<file path="src/rtl/forwarding_hazard_unit.sv">
// Operand forwarding and load-use stall unit fed by ID-stage decode fields.
// Define FWD_STALL_COUNTER_EN to add the saturating stall_count_o port.
module forwarding_hazard_unit #(
  parameter int REG_BITS = 5,
  parameter int CNT_BITS = 16
) (
  input  logic                clk,
  input  logic                reset,
  input  logic [REG_BITS-1:0] rs_id_i,
  input  logic [REG_BITS-1:0] rt_id_i,
  input  logic                rs_used_id_i,
  input  logic                rt_used_id_i,
  input  logic                reg_write_id_i,
  input  logic                mem_read_id_i,
  input  logic [REG_BITS-1:0] write_reg_id_i,
  input  logic                flush_i,
  output logic [1:0]          forward_a_o,
  output logic [1:0]          forward_b_o,
  output logic                stall_o
`ifdef FWD_STALL_COUNTER_EN
  ,
  output logic [CNT_BITS-1:0] stall_count_o
`endif
);

  if (CNT_BITS < 1 || REG_BITS < 1) begin : g_bad_param
    $error("REG_BITS and CNT_BITS must be at least 1");
  end

  logic                r_ex_valid;
  logic                r_ex_rw;
  logic                r_ex_load;
  logic [REG_BITS-1:0] r_ex_dest;
  logic [REG_BITS-1:0] r_ex_rs;
  logic [REG_BITS-1:0] r_ex_rt;
  logic                r_ex_rs_used;
  logic                r_ex_rt_used;

  logic                r_mem_valid;
  logic                r_mem_rw;
  logic                r_mem_load;
  logic [REG_BITS-1:0] r_mem_dest;

  logic                r_wb_valid;
  logic                r_wb_rw;
  logic                r_wb_load;
  logic [REG_BITS-1:0] r_wb_dest;

  logic w_mem_ok;
  logic w_wb_ok;
  logic w_stall;
  logic w_rs_hit;
  logic w_rt_hit;
  logic w_issue;

  // A load in MEM has no result yet, so only ALU producers forward from MEM.
  assign w_mem_ok = r_mem_valid && r_mem_rw && !r_mem_load
                    && (r_mem_dest != '0);
  assign w_wb_ok  = r_wb_valid && r_wb_rw && (r_wb_dest != '0);

  always_comb begin
    forward_a_o = 2'b00;
    if (w_mem_ok && r_ex_rs_used && (r_mem_dest == r_ex_rs))
      forward_a_o = 2'b01;
    else if (w_wb_ok && r_ex_rs_used && (r_wb_dest == r_ex_rs))
      forward_a_o = 2'b10;
  end

  always_comb begin
    forward_b_o = 2'b00;
    if (w_mem_ok && r_ex_rt_used && (r_mem_dest == r_ex_rt))
      forward_b_o = 2'b01;
    else if (w_wb_ok && r_ex_rt_used && (r_wb_dest == r_ex_rt))
      forward_b_o = 2'b10;
  end

  assign w_rs_hit = rs_used_id_i && (rs_id_i == r_ex_dest);
  assign w_rt_hit = rt_used_id_i && (rt_id_i == r_ex_dest);
  assign w_stall  = r_ex_valid && r_ex_load && (r_ex_dest != '0)
                    && (w_rs_hit || w_rt_hit);
  assign stall_o  = w_stall;
  assign w_issue  = !w_stall && !flush_i;

  always_ff @(posedge clk) begin
    if (reset) begin
      r_ex_valid   <= 1'b0;
      r_ex_rw      <= 1'b0;
      r_ex_load    <= 1'b0;
      r_ex_dest    <= '0;
      r_ex_rs      <= '0;
      r_ex_rt      <= '0;
      r_ex_rs_used <= 1'b0;
      r_ex_rt_used <= 1'b0;
      r_mem_valid  <= 1'b0;
      r_mem_rw     <= 1'b0;
      r_mem_load   <= 1'b0;
      r_mem_dest   <= '0;
      r_wb_valid   <= 1'b0;
      r_wb_rw      <= 1'b0;
      r_wb_load    <= 1'b0;
      r_wb_dest    <= '0;
    end else begin
      r_wb_valid  <= r_mem_valid;
      r_wb_rw     <= r_mem_rw;
      r_wb_load   <= r_mem_load;
      r_wb_dest   <= r_mem_dest;
      r_mem_valid <= r_ex_valid;
      r_mem_rw    <= r_ex_rw;
      r_mem_load  <= r_ex_load;
      r_mem_dest  <= r_ex_dest;
      if (w_issue) begin
        r_ex_valid   <= 1'b1;
        r_ex_rw      <= reg_write_id_i;
        r_ex_load    <= mem_read_id_i;
        r_ex_dest    <= write_reg_id_i;
        r_ex_rs      <= rs_id_i;
        r_ex_rt      <= rt_id_i;
        r_ex_rs_used <= rs_used_id_i;
        r_ex_rt_used <= rt_used_id_i;
      end else begin
        r_ex_valid   <= 1'b0;
        r_ex_rw      <= 1'b0;
        r_ex_load    <= 1'b0;
        r_ex_dest    <= '0;
        r_ex_rs      <= '0;
        r_ex_rt      <= '0;
        r_ex_rs_used <= 1'b0;
        r_ex_rt_used <= 1'b0;
      end
    end
  end

`ifdef FWD_STALL_COUNTER_EN
  logic [CNT_BITS-1:0] r_stall_cnt;

  always_ff @(posedge clk) begin
    if (reset)
      r_stall_cnt <= '0;
    else if (w_stall && (r_stall_cnt != '1))
      r_stall_cnt <= r_stall_cnt + CNT_BITS'(1);
  end

  assign stall_count_o = r_stall_cnt;
`else
  logic w_wb_load_unused;
  assign w_wb_load_unused = r_wb_load;
`endif

endmodule

</file>
<file path="config.mk">
export PLATFORM = sky130hd
export DESIGN_NAME = forwarding_hazard_unit
export DESIGN_NICKNAME = d
export VERILOG_FILES = /design/src/rtl/forwarding_hazard_unit.sv
export SDC_FILE = /design/constraint.sdc
export NUM_CORES = 1
export LEC_CHECK = 0
export BUFFER_PORTS_ARGS = -buffer_cell sky130_fd_sc_hd__buf_4
export CAP_MARGIN = 20
export CELL_PAD_IN_SITES_DETAIL_PLACEMENT = 0
export CELL_PAD_IN_SITES_GLOBAL_PLACEMENT = 1
export CORE_ASPECT_RATIO = 0.6
export CORE_MARGIN = 2
export CORE_UTILIZATION = 36
export DETAILED_ROUTE_END_ITERATION = 7
export HOLD_SLACK_MARGIN = 0.03
export PLACE_DENSITY = 0.78
export SLEW_MARGIN = 25
export SYNTH_ARGS = -nofsm -noshare
export SYNTH_HDL_FRONTEND = slang
export SYNTH_SLANG_ARGS = --single-unit
</file>
<file path="constraint.sdc">
create_clock -name clk -period 1.3 [get_ports clk]
set_input_delay 0.195 -clock clk [delete_from_list [all_inputs] [get_ports clk]]
set_output_delay 0.195 -clock clk [all_outputs]
set_load 0.005 [all_outputs]
</file>
== Word level (Yosys, flattened, before mapping) ==
Cells that the tools add are included.
Operators by class
  mux-type cells: 5
  bitwise logic cells: 1
  eq/ne operators: 6
  reductions and logical operators: 27
Operators with widths (number)
  5-bit == test: 6
  1-bit logical AND: 19
  5-bit nonzero test: 3
  2-bit two-way mux: 4
  1-bit zero test: 3
  2-bit OR reduction: 1
  1-bit logical OR: 1
  1-bit two-way mux: 1
  1-bit inverter: 1
Word-level totals
  input port bits: 22
  word-level logic and storage cells: 54
  bits in registers: 35

== Depth between registers and ports, before layout ==
Gate-level depths: netlist of run 1.
  depth in word-level cells: 8
  gate-level depth with buffers: 5
  depth with buffers taken out: 4

== Least setup slack after synthesis of run 1 ==
Ideal clock, no wire load.
  kind: flip-flop to output port
  start: reg r_mem_dest[1]
  end: out forward_a_o[1]
  buffers on the path: 0
  stages on the path, launching flop included: 5
  slack: -227 ps
  required time: 1105 ps
  arrival time: 1332 ps
  cells stage by stage: dfxtp_1 or4_1 o2111ai_2 nor3_1 nor3_2
On the way
  cells in the longest elaborated chain, start to end: 5
  elaborated cells between the ends (all ways): 6
  those cells by class: eq/ne: 1; mux: 1; reduce/logical: 4
RTL lines
  from (decl): line 42  | logic [REG_BITS-1:0] r_mem_dest;
  from (signal assigned): line 110  | r_mem_dest <= r_ex_dest;
  5-bit nonzero test: line 58  | && (r_mem_dest != '0);
  1-bit logical AND: line 58
  1-bit logical AND: line 63  | if (w_mem_ok && r_ex_rs_used && (r_mem_dest == r_ex_rs))
  1-bit logical AND (*): line 63
  2-bit two-way mux (*): line 63
  to (decl): line 17  | output logic [1:0] forward_a_o,
Mark *: on every way between the ends. The rest lies on a longest branch, timed or not.

== Final worst setup path of run 1 ==
  start: reg r_mem_dest[4]
  end: out forward_b_o[1]
On the way
  cells in the longest elaborated chain, start to end: 5
  elaborated cells between the ends (all ways): 6
  those cells by class: eq/ne: 1; mux: 1; reduce/logical: 4
RTL lines
  5-bit nonzero test: line 58
  1-bit logical AND: line 58
  1-bit logical AND: line 71  | if (w_mem_ok && r_ex_rt_used && (r_mem_dest == r_ex_rt))
  1-bit logical AND (*): line 71
  2-bit two-way mux (*): line 71
  to (decl): line 18  | output logic [1:0] forward_b_o,
Marks and branches as above.

==> results of run 1 <==
-- per-stage QoR --
step / cell area, sq um / hold slack, ns / utilization [%] / total power [uW]
floorplan: 1530 / 0.267 / - / 1290
global placement: 1930 / 0.434 / 47.3 / 1410
detailed placement: 1930 / 0.432 / 47.3 / 1420
CTS: 2120 / 0.141 / 52.1 / 2180
global route: 2280 / 0.140 / 55.9 / 2300
finish: 2280 / 0.142 / 55.9 / 2200
-- per-layer routing --
metal / wire length [microns] / up-vias
met4: 4 / 0
met1: 1850 / 570
met3: 262 / 2
li1: - / 613
met5: 0 / -
met2: 1820 / 35
-- sequential cells by signal, summed over array words and instances (netlist names), 5 cells and up --
register    cells
r_ex_dest       5
r_ex_rs         5
r_ex_rt         5
r_mem_dest      5
r_wb_dest       5
-- area by class of cell --
class	count	area share, %
clock buffers	6	3.18
clock inverters	2	0.549
repair buffers	56	23.2
well taps	60	3.29
multi-input cells	109	38.5
inverters	1	0.165
flip-flops and latches	35	31.1
-- worst max-delay path, stage by stage, from the launching register on --
cell       delay [ns]
dfxtp_2          0.32
or4_4            0.56
o2111ai_4        0.23
nor3_2           0.09
nor3_2           0.11
buf_4            0.13
-- kinds of logic after synthesis --
logic type / synth area share [%]
xor+xnor: 17.3
simple gates: 19.2
compound gates: 14.3
flops: 46.1
buf+inv: 3.13
-- Yosys cell counts (3+ instances only) --
cell type / n
nand4_1: 4
xor2_1: 8
xnor2_1: 22
nor2b_1: 14
dfxtp_1: 35
clkbuf_1: 3
a21oi_2: 19
nand2_1: 23
-- what timing repair did --
action	CTS	global route
pin swaps	5	9
setup buffers	1	2
cloned	2	3
endpoints found under the setup margin	25	25
gates resized for setup	15	16
-- final timing paths --
check,startpoint,slack (ns),to
min reg2reg,r_ex_rw,0.44,r_mem_rw
min,write_reg_id_i[4],0.14,r_ex_dest[4]
max,r_mem_dest[4],-0.60,forward_b_o[1]
max reg2reg,r_ex_dest[1],-0.22,r_ex_rt[2]
-- power by group through the flow --
stage	logic (uW)	clock network, uW	registers [uW]
floorplan	135	0	1160
global placement	253	0	1160
detailed placement	256	0	1160
CTS	282	761	1140
global route	330	820	1150
finish	311	744	1140
==> flow_summary_export.csv, run 1 <==
group,metric,value,unit
outcome,outcome,"complete, but fails checks",
outcome,violations,"setup timing",
floorplanning,ios,27,
global_routing,antenna_found_initial,0,
placement,dp.cells,253,
synthesis,async_flop_share,0,%
timing,rsz0062_at_grt,"true",
placement,port_buffers,26,
cts,clk_latency,0.28,ns
cts,root_buffer,"clkbuf_8",
layout,multi_input_area,878,sq um
worst_setup_path,worstPathMaxFanout,2,
placement,dp.final_hpwl,2730,microns
synthesis,yosys_warnings,0,
synthesis,yosysSeqAreaShare,46.1,%
timing,fin_crit_sh,146,%
power_and_ir_drop,power.share.sequential,52.0,%
cts,cts_buffers,5,
synthesis,netlist_area,1520,sq um
layout,area_growth_syn_to_layout,50.1,%
layout,fill_cells,370,
power_and_ir_drop,switching_power,539,uW
global_routing,use_met1,20.7,%
routing,drt-initial-drc-count,51,
layout,fin_cells,269,
global_routing,globalRouteOverflowTotal,0,
timing,layout_min_cycle_time,1.90,ns
power_and_ir_drop,p_comb_share,14.2,%
global_routing,grt_use_met2,27.9,%
routing,wirelength,3940,microns
routing,viasPerCell,4.54,
cts,cts-htree-levels,2,
layout,layout_common_cells,"43 x buf_4, 29 x dfxtp_1, 23 x nand2_1",
synthesis,synthFlopType,"dfxtp_1",
floorplanning,start_util,37.3,%
flow_run,maxCapViolCount,0,
floorplanning,die-area,4770,sq um
worst_setup_path,r2r_cells,5,
global_routing,grt_pass1_wl,5790,microns
power_and_ir_drop,p_int,1660,uW
layout,nets,230,
global_routing,grt_max_degree,21,
timing,hold_viol,0,
power_and_ir_drop,clock_power_share,33.9,%
power_and_ir_drop,p_leak,0.000921,uW
global_routing,busiest_layer,"met2",
timing,worstMarginPinSlew,0.289,ns
worst_setup_path,endpoint_kind,"output port",
synthesis,yosysTopAreaCell,"dfxtp_1",
global_routing,grtUsageTotal,16.5,%
timing,drv_slew,0,
routing,wl_per_cell,14.6,microns
cts,clock_sinks,35,
floorplanning,core_area,4080,sq um
cts,cts.path.max_buffers,2,
timing,timing.final.ws_setup,-0.598,ns
synthesis,netlist.area_leader.share,46.1,%
cts,cts_hold_buffers,0,
placement,preCtsSetupSlack,-0.369,ns
cts,clk_pin_slew,0.07,ns
routing,drtAntennaViolNets,0,
layout,diodes,0,
routing,drt_pre_antenna_iters,4,
worst_setup_path,required,1.11,ns
hold_path,holdPathStages,3,
synthesis,synth_edf_count,0,
power_and_ir_drop,swShare,24.5,%
power_and_ir_drop,irDropWorstVdd,408,uV
cts,cts_tree,"yes",
hold_path,min_path_type,"input pin to flop",
routing,vias,1220,
timing,relSlewSlack,80.6,%
timing,fmax,527,MHz
placement,place.gp.congestion,0.820,
timing,setup_viol,25,
floorplanning,rows,18,
timing,fin_setup_tns,-6.61,ns
layout,final_common_cell,"buf_4",
worst_setup_path,cp.arrival,1.70,ns
timing,finalClockSkew,0.00779,ns
synthesis,ys_seq_elements,35,
power_and_ir_drop,cellPowerDensity,964,nW/um^2
layout,final-seq-area,708,sq um
synthesis,syn-num-nets,174,
synthesis,synth_area_leaders,"dfxtp_1 46%, xnor2_1 13%, a21oi_2 11%",
floorplanning,die_w,87.9,microns
worst_setup_path,critical_path_class,"flop to output port",
layout,drive_gt1_share,50.2,%
synthesis,synth.distinct_cells,25,
routing,remaining_drc_errors,0,
global_routing,grt_util_met3,5.58,%
synthesis,synth_area_per_cell,9.99,sq um
global_routing,first_global_vias,1241,
floorplanning,chipHeight,54.3,microns
synthesis,synthCells,152,
worst_setup_path,critPathLaunchType,"flop",
No activity file was read; power rests on OpenSTA's default activity.
==> run 2, diff against run 1 <==
PLACE_DENSITY = unset   (was 0.78)
PLACE_DENSITY_LB_ADDON = 0.1   (was unset)
==> run 2 against run 1 <==
Effect of this change: the run still ends with setup timing left; worst hold slack got worse by 0.0061 ns; flip-flop and latch count did not move; combinational power decreased by 3%; utilization is 0.061 points lower; cell area decreased by 0.11%; routed wire length fell by 4.8%; critical path type unchanged.
==> flow_summary_export.csv, run 2 (same netlist as run 1, synthesis figures left out) <==
group,metric,value,unit
worst_setup_path,cp.arrival,1.70,ns
placement,preCtsSetupSlack,-0.365,ns
timing,timing.final.ws_setup,-0.597,ns
cts,clock_sinks,35,
cts,cts_buffers,5,
global_routing,grtUsageTotal,17.4,%
power_and_ir_drop,p_int,1770,uW
worst_setup_path,required,1.11,ns
layout,nets,236,
timing,drv_slew,0,
power_and_ir_drop,p_leak,0.000927,uW
power_and_ir_drop,irDropWorstVdd,519,uV
layout,diodes,0,
worst_setup_path,worstPathMaxFanout,2,
worst_setup_path,crit_path_top_delay_cell,"or4_4",
outcome,outcome,"complete, but fails checks",
cts,cts-htree-levels,2,
routing,drtAntennaViolNets,0,
cts,cts_tree,"yes",
timing,timing.hold.ws,0.136,ns
placement,place_area,1970,sq um
layout,area_growth_syn_to_layout,49.9,%
worst_setup_path,r2r_end,"r_ex_rs[0]",
placement,place.gp.congestion,0.796,
timing,finalClockSkew,0.0106,ns
timing,worstMarginPinSlew,0.292,ns
layout,finalInstanceArea,2280,sq um
layout,final_core_utilization,55.9,%
layout,drive_gt1_share,47.9,%
worst_setup_path,rr_startpoint,"r_ex_dest[1]",
worst_setup_path,setup.worst_path.end,"forward_a_o[1]",
routing,drt_pre_antenna_iters,4,
power_and_ir_drop,cellPowerDensity,1010,nW/um^2
global_routing,first_global_vias,1229,
power_and_ir_drop,p_comb_share,13.2,%
worst_setup_path,cp-startpoint,"r_mem_dest[1]",
layout,fill_cells,359,
global_routing,globalRouteOverflowTotal,0,
layout,final_common_cell,"buf_4",
floorplanning,rows,18,
power_and_ir_drop,power.share.sequential,49.6,%
routing,wl_per_cell,13.6,microns
routing,drt-initial-drc-count,22,
worst_setup_path,cpMostUsedCell,"nor3_2",
worst_setup_path,path_cells,"or4_4, o2111ai_4, nor3_2, nor3_2, buf_4",
placement,dp.final_hpwl,2680,microns
outcome,violations,"setup timing",
timing,fmax,527,MHz
routing,viasPerCell,4.47,
worst_setup_path,endpoint_kind,"output port",
floorplanning,ios,27,
routing,wirelength,3750,microns
cts,cts_hold_buffers,0,
timing,relSlewSlack,80.5,%
global_routing,antenna_found_initial,0,
layout,layout_common_cells,"49 x buf_4, 32 x dfxtp_1, 23 x nand2_1",
worst_setup_path,critical_path_class,"flop to output port",
cts,cts.path.max_buffers,2,
floorplanning,die-area,4770,sq um
worst_setup_path,max_stage_delay,0.55,ns
timing,setup_viol,25,
worst_setup_path,r2r_cells,10,
worst_setup_path,rrSetupSlack,-0.39,ns
worst_setup_path,critPathLaunchType,"flop",
floorplanning,chipHeight,54.3,microns
timing,layout_min_cycle_time,1.90,ns
placement,port_buffers,26,
timing,fin_setup_tns,-9.20,ns
cts,root_buffer,"clkbuf_8",
global_routing,grt_max_degree,17,
timing,rsz0062_at_grt,"true",
floorplanning,die_w,87.9,microns
flow_run,maxCapViolCount,0,
timing,hold_viol,0,
routing,remaining_drc_errors,0,
routing,vias,1228,
floorplanning,core_area,4080,sq um
cts,clk_pin_slew,0.07,ns
timing,fin_crit_sh,146,%
floorplanning,start_util,37.3,%
power_and_ir_drop,clock_power_share,37.2,%
power_and_ir_drop,swShare,23.0,%
hold_path,min_path_type,"input pin to flop",
power_and_ir_drop,switching_power,529,uW
cts,clk_latency,0.29,ns
global_routing,grt_pass1_wl,6010,microns
==> run 2: through the flow <==
stage / total power, uW / std cells
3_3_place_gp: 1430 / 258
3_5_place_dp: 1430 / 258
2_1_floorplan: 1290 / 152
4_1_cts: 2290 / 268
5_1_grt: 2390 / 275
6_report: 2300 / 275
==> run 2: how the worst min path moves through the flow <==
stage | startpoint | endpoint | slack, ns | cells after the start
floorplan | reset | r_mem_dest[0] | 0.27 | 1
global placement | write_reg_id_i[1] | r_ex_dest[1] | 0.44 | 3
detailed placement | write_reg_id_i[1] | r_ex_dest[1] | 0.44 | 3
CTS | write_reg_id_i[0] | r_ex_dest[0] | 0.13 | 3
global route | write_reg_id_i[0] | r_ex_dest[0] | 0.13 | 3
finish | write_reg_id_i[1] | r_ex_dest[1] | 0.14 | 3
==> run 2: layout make-up <==
cell class                      count  area [sq um]  share of cell area (%)
Clock buffer                        8           100                    4.40
Inverter                            1          3.75                   0.165
Multi-Input combinational cell    109           841                    36.9
Sequential cell                    35           704                    30.9
Tap cell                           60          75.1                    3.30
Timing Repair Buffer               62           553                    24.3
==> run 2: worst max-delay path, delay by kind of cell, from the launching register on <==
kind                   cells  cell delay (ns)
AND/OR/NAND/NOR            3             0.74
flip-flops                 1             0.31
AO/OA/AOI/OAI              1             0.24
buffers and inverters      1             0.13
==> run 2: routing by layer <==
layer	wire, microns	GRT usage, %	vias to the layer above	part of all wire, %
met1	1830	22.4	564	49
met2	1650	27.7	30	44
met5	0	0	-	0
met3	181	5.88	8	4.8
met4	89	6.15	0	2.4
li1	-	-	626	-
==> run 2: timing repair <==
| item | 4_1_cts | 5_1_grt |
|---|---|---|
| gates cloned | 2 | 1 |
| pin swaps | 5 | 4 |
| gates resized for setup | 9 | 19 |
| setup endpoints to repair | 25 | 25 |
| buffers inserted | 0 | 8 |
==> run 2: power by group through the flow <==
stage	combinational [uW]	sequential [uW]	clock, uW
global placement	265	1160	0
global route	331	1140	913
CTS	278	1140	871
finish	303	1140	853
floorplan	135	1160	0
detailed placement	265	1160	0
==> run 3, diff against run 2 <==
CTS_BUF_LIST = sky130_fd_sc_hd__clkbuf_4   (was unset)
==> run 3 against run 2 <==
Effect of this change: the run still ends with setup timing left; fmax down 2.3%; cell area shrank 3.6%; sequential share of layout area increased by 1.3 points; first-iteration DRC count up 82%; via count fell by 1.9%; highest routed layer unchanged.
==> flow_summary_export.csv, run 3 (same netlist as run 1, synthesis figures left out) <==
group,metric,value,unit
outcome,outcome,"complete, but fails checks",
outcome,violations,"setup timing",
layout,nets,233,
layout,area_growth_syn_to_layout,44.6,%
cts,cts_buffers,5,
cts,cts-htree-levels,2,
timing,hold_viol,0,
global_routing,antenna_found_initial,0,
worst_setup_path,cp.arrival,1.75,ns
routing,wirelength,3550,microns
hold_path,min_path_type,"input pin to flop",
global_routing,grt_util_met3,4.52,%
worst_setup_path,worstPathMaxFanout,2,
global_routing,grt_use_met2,26.1,%
timing,finalClockSkew,0.0141,ns
global_routing,grt_max_degree,17,
timing,drv_slew,0,
cts,cts.path.max_buffers,2,
timing,layout_min_cycle_time,1.94,ns
floorplanning,die-area,4770,sq um
timing,fmax,515,MHz
layout,final_common_cell,"buf_4",
floorplanning,die_w,87.9,microns
floorplanning,chipHeight,54.3,microns
global_routing,grt_pass1_wl,5800,microns
power_and_ir_drop,cellPowerDensity,904,nW/um^2
timing,timing.final.ws_setup,-0.641,ns
cts,clk_latency,0.34,ns
global_routing,use_met1,22.2,%
layout,drive_gt1_share,46.7,%
flow_run,maxCapViolCount,0,
worst_setup_path,critPathLaunchType,"flop",
placement,dp.final_hpwl,2680,microns
timing,setup_viol,25,
routing,vias,1205,
routing,remaining_drc_errors,0,
layout,layout_common_cells,"52 x buf_4, 32 x dfxtp_1, 23 x nand2_1",
cts,clock_sinks,35,
global_routing,first_global_vias,1225,
cts,cts_hold_buffers,0,
timing,worstMarginPinSlew,0.292,ns
timing,fin_crit_sh,149,%
routing,wl_per_cell,13.1,microns
timing,timing.hold.ws,0.0720,ns
timing,rsz0062_at_grt,"true",
routing,drtAntennaViolNets,0,
floorplanning,core_area,4080,sq um
floorplanning,rows,18,
routing,drt-initial-drc-count,40,
timing,relSlewSlack,80.5,%
cts,root_buffer,"clkbuf_4",
routing,viasPerCell,4.43,
global_routing,grtUsageTotal,16.7,%
layout,fill_cells,373,
routing,drt_pre_antenna_iters,4,
worst_setup_path,required,1.11,ns
placement,place.gp.congestion,0.796,
worst_setup_path,critical_path_class,"flop to output port",
power_and_ir_drop,irDropWorstVdd,535,uV
placement,port_buffers,26,
global_routing,globalRouteOverflowTotal,0,
floorplanning,ios,27,
layout,final_core_utilization,53.9,%
worst_setup_path,endpoint_kind,"output port",
global_routing,busiest_layer,"met2",
power_and_ir_drop,p_leak,0.000889,uW
floorplanning,start_util,37.3,%
cts,cts_tree,"yes",
layout,diodes,0,
cts,clk_pin_slew,0.11,ns
[run 3: worst max-delay path: stages (launching register included)]
cell and delay [ns]:
dfxtp_1 0.32, or4_4 0.54, o2111ai_4 0.23, nor3_2 0.09
nor3_2 0.10, buf_4 0.13
[run 3: per-layer routing]
layer / part of all wire [%] / wire (microns) / vias up
met5: 0 / 0 / -
met1: 52 / 1860 / 545
met4: 2.1 / 76 / 0
met2: 42 / 1480 / 26
li1: - / - / 625
met3: 3.9 / 138 / 9
[run 3: cell type report]
type	instances	area (sq um)	share of cell area [%]
inverters	1	3.75	0.171
multi-input cells	109	836	38.1
well taps	60	75.1	3.42
clock inverters	2	7.51	0.342
clock buffers	6	45.0	2.05
flip-flops and latches	35	707	32.2
repair buffers	59	522	23.8
[run 3: worst paths after layout]
| kind | start | endpoint | slack (ns) | cells past startpoint |
|---|---|---|---|---|
| max | r_mem_dest[1] | forward_a_o[1] | -0.64 | 5 |
| min | write_reg_id_i[0] | r_ex_dest[0] | 0.07 | 3 |
| max reg2reg | r_ex_dest[0] | r_ex_rs[2] | -0.27 | 5 |
| min reg2reg | r_ex_rw | r_mem_rw | 0.48 | 1 |
[run 3: stage by stage]
stage	power, uW	setup WS, ns	TNS (ns)	instances	area (sq um)
global placement	1430	-0.328	-4.33	258	1970
CTS	2000	-0.669	-6.76	268	2090
detailed placement	1430	-0.365	-4.33	258	1970
finish	1990	-0.641	-8.00	272	2200
floorplan	1290	-0.189	-1.01	152	1530
global route	2080	-0.725	-9.13	272	2200
[run 3: timing repair]
item                                    in CTS  in global routing
endpoints found under the setup margin      25                 25
gates resized for setup                      7                  9
setup buffers                                1                  2
gates cloned                                 1                  2
pin swaps                                    4                  3
[run 3: power breakdown]
group	internal [uW]	leakage, uW	total [uW]	switching (uW)
logic	165	0.000571	287	123
clock network	221	0.0000307	562	341
registers	1110	0.000288	1140	28.5
total	1490	0.000889	1990	492
